## config.mk

```make
export PLATFORM = sky130hd
export DESIGN_NAME = sprite_bank_controller
export DESIGN_NICKNAME = d
export VERILOG_FILES = /design/src/rtl/sprite_bank_controller.sv
export SDC_FILE = /design/constraint.sdc
export NUM_CORES = 1
export LEC_CHECK = 0
export ABC_AREA = 1
export BUFFER_PORTS_ARGS = -buffer_cell sky130_fd_sc_hd__buf_2
export CAP_MARGIN = 25
export CORE_MARGIN = 2
export CORE_UTILIZATION = 30
export DETAILED_ROUTE_END_ITERATION = 8
export HOLD_SLACK_MARGIN = 0.08
export SYNTH_ARGS = -nofsm -noshare
export SYNTH_HDL_FRONTEND = slang
export SYNTH_SLANG_ARGS = --single-unit
```

## constraint.sdc

```tcl
create_clock -name clk -period 2.6 [get_ports clk]
set_clock_uncertainty 0.2 [all_clocks]
set_input_delay 0.52 -clock clk [delete_from_list [all_inputs] [get_ports clk]]
set_output_delay 0.52 -clock clk [all_outputs]
set_load 0.05 [all_outputs]
```

## src/rtl/sprite_bank_controller.sv

```systemverilog
// Sprite bank controller: double-buffered per-sprite registers feeding a 2-stage hit/priority pipeline.
// Define SPRITE_COLLISION_EN to build the sticky per-frame collision flag; otherwise oCollision is 0.
module sprite_bank_controller #(
  parameter int unsigned NUM_SPRITES = 4,
  parameter int unsigned SIZE_X      = 32,
  parameter int unsigned SIZE_Y      = 32,
  parameter int unsigned COLOR_W     = 3
) (
  input  logic               clk,
  input  logic               rst_n,
  input  logic [9:0]         iColumnCount,
  input  logic [9:0]         iRowCount,
  input  logic               iFrameStart,
  input  logic [COLOR_W-1:0] iColorBack,
  input  logic               iWrEn,
  input  logic [2:0]         iWrIdx,
  input  logic [9:0]         iWrPosX,
  input  logic [9:0]         iWrPosY,
  input  logic [COLOR_W-1:0] iWrColor,
  input  logic               iWrVisible,
  output logic [COLOR_W-1:0] oRGB,
  output logic               oHit,
  output logic [2:0]         oHitIdx,
  output logic               oCollision
);

  localparam int NS = int'(NUM_SPRITES);

  typedef struct packed {
    logic [9:0]         pos_x;
    logic [9:0]         pos_y;
    logic [COLOR_W-1:0] color;
    logic               visible;
  } sprite_t;

  sprite_t [NS-1:0]                shadow_q, shadow_d;
  sprite_t [NS-1:0]                active_q, active_d;
  logic    [NS-1:0]                s1_hit_q, s1_hit_d;
  logic    [NS-1:0][COLOR_W-1:0]   s1_color_q, s1_color_d;
  logic    [COLOR_W-1:0]           s1_bg_q;
  logic    [COLOR_W-1:0]           rgb_q, rgb_d;
  logic                            hit_q, hit_d;
  logic    [2:0]                   idx_q, idx_d;
  logic    [10:0]                  col_w, row_w;

  assign col_w = {1'b0, iColumnCount};
  assign row_w = {1'b0, iRowCount};

  // Active takes the pre-write shadow, so a coincident write lands only in shadow.
  always_comb begin
    shadow_d = shadow_q;
    active_d = iFrameStart ? shadow_q : active_q;
    for (int i = 0; i < NS; i++) begin
      if (iWrEn && (iWrIdx == 3'(i))) begin
        shadow_d[i].pos_x   = iWrPosX;
        shadow_d[i].pos_y   = iWrPosY;
        shadow_d[i].color   = iWrColor;
        shadow_d[i].visible = iWrVisible;
      end
    end
  end

  // Stage 1 looks at the post-edge active set so a commit applies from the pixel sampled with it.
  always_comb begin
    s1_hit_d   = '0;
    s1_color_d = '0;
    for (int i = 0; i < NS; i++) begin
      s1_hit_d[i] = active_d[i].visible
                  && (col_w >= {1'b0, active_d[i].pos_x})
                  && (col_w <  ({1'b0, active_d[i].pos_x} + 11'(SIZE_X)))
                  && (row_w >= {1'b0, active_d[i].pos_y})
                  && (row_w <  ({1'b0, active_d[i].pos_y} + 11'(SIZE_Y)));
      s1_color_d[i] = active_d[i].color;
    end
  end

  // Descending scan so the lowest covering index is the last (winning) assignment.
  always_comb begin
    rgb_d = s1_bg_q;
    hit_d = 1'b0;
    idx_d = 3'd0;
    for (int i = NS - 1; i >= 0; i--) begin
      if (s1_hit_q[i]) begin
        rgb_d = s1_color_q[i];
        hit_d = 1'b1;
        idx_d = 3'(i);
      end
    end
  end

  always_ff @(posedge clk or negedge rst_n) begin
    if (!rst_n) begin
      shadow_q   <= '0;
      active_q   <= '0;
      s1_hit_q   <= '0;
      s1_color_q <= '0;
      s1_bg_q    <= '0;
      rgb_q      <= '0;
      hit_q      <= 1'b0;
      idx_q      <= 3'd0;
    end else begin
      shadow_q   <= shadow_d;
      active_q   <= active_d;
      s1_hit_q   <= s1_hit_d;
      s1_color_q <= s1_color_d;
      s1_bg_q    <= iColorBack;
      rgb_q      <= rgb_d;
      hit_q      <= hit_d;
      idx_q      <= idx_d;
    end
  end

  assign oRGB    = rgb_q;
  assign oHit    = hit_q;
  assign oHitIdx = idx_q;

`ifdef SPRITE_COLLISION_EN
  logic coll_q, coll_d, multi_hit;

  // Clearing bit-trick: nonzero after removing the lowest set bit means two or more hits.
  always_comb begin
    multi_hit = (s1_hit_q & (s1_hit_q - NS'(1))) != '0;
    coll_d    = iFrameStart ? 1'b0 : (coll_q | multi_hit);
  end

  always_ff @(posedge clk or negedge rst_n) begin
    if (!rst_n) begin
      coll_q <= 1'b0;
    end else begin
      coll_q <= coll_d;
    end
  end

  assign oCollision = coll_q;
`else
  assign oCollision = 1'b0;
`endif

endmodule

```

==> results.json <==
{
  "status": "finished clean",
  "net-switching-power_w": 0.003243,
  "overflow": 0,
  "ys_ff_latch": 205,
  "path_max_fanout": 2,
  "htreeDepth": 1,
  "finalSetupViolCount": 0,
  "dieArea_um2": 40990,
  "endpoint": "s1_hit_q[2]",
  "async_flop_share": 1.000,
  "total_power_w": 0.01024,
  "ys.flop_type": "dfrtp_1",
  "floorplan.initialDensity": 0.3050,
  "layout.nets": 1722,
  "ys_seq_area_frac": 0.4341,
  "clock_sinks": 205,
  "syn_inst": 1382,
  "dp.cells": 2026,
  "critPathLaunchType": "flip-flop",
  "via_per_inst": 4.485,
  "seq_area_um2": 5130,
  "cts_buffers": 24,
  "vias": 9289,
  "finalSetupTns_ns": 0,
  "drcViolationCount": 0,
  "fillers": 4018,
  "ant_nets": 0,
  "synthTopCellsByCount": "362 x nand2_1, 205 x dfrtp_1, 156 x inv_1",
  "avgSynthCellArea_um2": 8.550,
  "fin_ws_ns": 0.1955,
  "end_kind": "flip-flop",
  "cts.reportedPaths.clkPinSlew_ns": 0.06,
  "grt_pass1_wl_um": 48660,
  "synth_area_um2": 11820,
  "rsz0062_at_grt": "no",
  "drt_first_iter_violations": 389,
  "power_frac_seq": 0.390,
  "dpl.hpwl_um": 21720,
  "finalCritPeriodShare": 0.9248,
  "grt_max_degree": 54,
  "pre_cts_ws_ns": -0.3408,
  "crit_type": "reg -> reg",
  "worst-slew-pin-transition_ns": 0.5250,
  "reg2reg_depth": 16,
  "diodes": 0,
  "stdcell_count": 2071,
  "fmax_ghz": 0.4159,
  "powerDensity_nw_per_um2": 718.4,
  "layout-drive-gt1-share": 0.2273,
  "synth_top_area_cell": "dfrtp_1",
  "num_rows": 72,
  "clk_latency_ns": 0.52,
  "p_clk_frac": 0.321,
  "track_usage": 0.1468,
  "regToRegEndpoint": "s1_hit_q[2]",
  "grt_antenna_before_repair": 0,
  "synth_area_leaders": "dfrtp_1 43%, ha_1 14%, nand2_1 11%",
  "boundaryPins": 62,
  "required_ns": 2.81,
  "synth-edff-count": 0,
  "portBuffers": 59,
  "drt_pass1_iterations": 5,
  "ys_warn_count": 0,
  "avgRoutedWirePerCell_um": 14.15,
  "clk_path_buf_depth": 3,
  "power_frac_comb": 0.289,
  "cts_tree": "yes",
  "yosysTopAreaCellShare": 0.4341,
  "min_path_type": "in -> reg",
  "area_growth_pct": 20.65,
  "cp-startpoint": "shadow_q[57]",
  "peakVddDrop_v": 0.0004757,
  "whs_ns": 0.1169,
  "crit_arrival_ns": 2.61,
  "fp.dieW_um": 202.5,
  "cap_violations": 0,
  "r2r-start": "shadow_q[57]",
  "multi_input_area_um2": 5747,
  "slew_viol_final": 0,
  "max_slew_margin": 0.6500,
  "synth.distinct_cells": 42,
  "synthMostInstantiatedCell": "nand2_1",
  "p_sw_frac": 0.3166,
  "p_int_w": 0.006999,
  "p_leak_nw": 7.456,
  "ff2ff_setup_slack_ns": 0.20,
  "first_global_vias": 9491,
  "min_period_ns": 2.405,
  "wl_um": 29300,
  "die_h_um": 202.5,
  "coreArea_um2": 38740,
  "finalHoldViolCount": 0,
  "gp_congestion": 0.8270,
  "root_buffer": "clkbuf_16"
}
[worst max-delay path: stages, from the launching register on]
cell	delay, ns
dfrtp_1	0.38
or2_2	0.31
o21ai_2	0.08
inv_1	0.07
ha_1	0.28
inv_1	0.06
ha_4	0.26
inv_2	0.04
nor2_1	0.08
a21oi_1	0.07
nand2_1	0.06
nand2_1	0.04
nand2_1	0.05
nand2_1	0.05
a21oi_2	0.11
buf_4	0.11
nor2_2	0.03
[worst min path at each step]
stage / start / endpoint / slack [ns] / cells after the start
floorplan: rst_n / active_q[0] / 0.02 / 0
global placement: active_q[30] / active_q[30] / 0.25 / 2
detailed placement: active_q[72] / active_q[72] / 0.26 / 2
CTS: iWrColor[1] / shadow_q[74] / 0.1 / 3
global route: iWrColor[2] / shadow_q[51] / 0.14 / 3
finish: iWrColor[0] / shadow_q[1] / 0.12 / 3
[power by group through the flow]
stage	Combinational (W)	Clock, W	Sequential, W
after CTS	0.00297	0.00338	0.00399
after detailed placement	0.00294	0	0.00405
final	0.00296	0.00329	0.00399
after global routing	0.00341	0.00352	0.00405
after floorplan	0.00190	0	0.00403
after global placement	0.00287	0	0.00404
[kinds of logic (layout without fill, tap and decap cells)]
logic type / count (synthesis) / count (layout) / synth area share
simple gates: 561 / 561 / 0.2067
compound gates: 241 / 241 / 0.1230
flops: 205 / 205 / 0.4341
fa+ha+maj: 128 / 128 / 0.1355
xor+xnor: 23 / 23 / 0.01705
buf+inv: 223 / 393 / 0.08323
other cells: 1 / 2 / 0.0003174
[metrics by stage]
step             util  cell area [um^2]
2_1_floorplan       -             11830
3_3_place_gp   0.3461             13410
3_5_place_dp   0.3461             13410
4_1_cts        0.3669             14210
5_1_grt        0.3680             14260
6_report       0.3680             14260
[area by class of cell]
class,instances,area share
clock buffers,32,0.04924
repair buffers,174,0.09005
clock inverters,7,0.004564
inverters,180,0.04774
well taps,518,0.04546
flip-flops and latches,205,0.3598
multi-input cells,955,0.4031
[state kept, by name, summed over array words and instances (netlist names)]
name        flops
oHit            1
s1_color_q     12
s1_bg_q         3
oHitIdx         2
oRGB            3
active_q       84
s1_hit_q        4
shadow_q       96
[timing repair]
action,in CTS,in global routing
setup endpoints to repair,0,2
setup buffers,0,2
hold buffers,4,0
resized for setup,0,6
endpoints found under the hold margin,52,0
[cells in the final DEF, fill, tap and decap left out, types with 3 or more instances in the layout]
cell type | Yosys | final
nand4_1 | 8 | 8
ha_1 | 128 | 127
buf_12 | 2 | 8
xnor2_1 | 4 | 4
clkbuf_8 | 0 | 6
nand2_1 | 362 | 361
a21o_1 | 8 | 8
inv_1 | 156 | 155
buf_2 | 6 | 57
inv_2 | 23 | 24
nand3b_1 | 8 | 8
or2_1 | 9 | 9
dfrtp_1 | 205 | 205
o21ai_1 | 4 | 4
nor3_1 | 7 | 6
buf_4 | 3 | 103
nor2_1 | 60 | 59
and3_1 | 3 | 3
a21oi_1 | 57 | 56
nand3_1 | 38 | 36
o21ai_0 | 108 | 107
o21a_1 | 6 | 6
o21ai_2 | 49 | 50
nor2_2 | 2 | 3
xor2_1 | 19 | 19
o2111ai_1 | 3 | 3
nand3_2 | 3 | 5
clkinv_2 | 0 | 4
dlygate4sd3_1 | 0 | 4
or2_2 | 40 | 40
nand2_2 | 16 | 17
clkbuf_16 | 0 | 25
[layer usage]
metal  GRT usage  share of wire  wire length (um)  vias up
met1      0.1948           0.47             13830     4389
met3     0.01878          0.029               863       38
met2      0.2553           0.48             14000      116
li1            -              -                 -     4746
met4     0.03259          0.021               610        0
met5           0              0                 0        -
No activity file was read; power rests on OpenSTA's default activity.
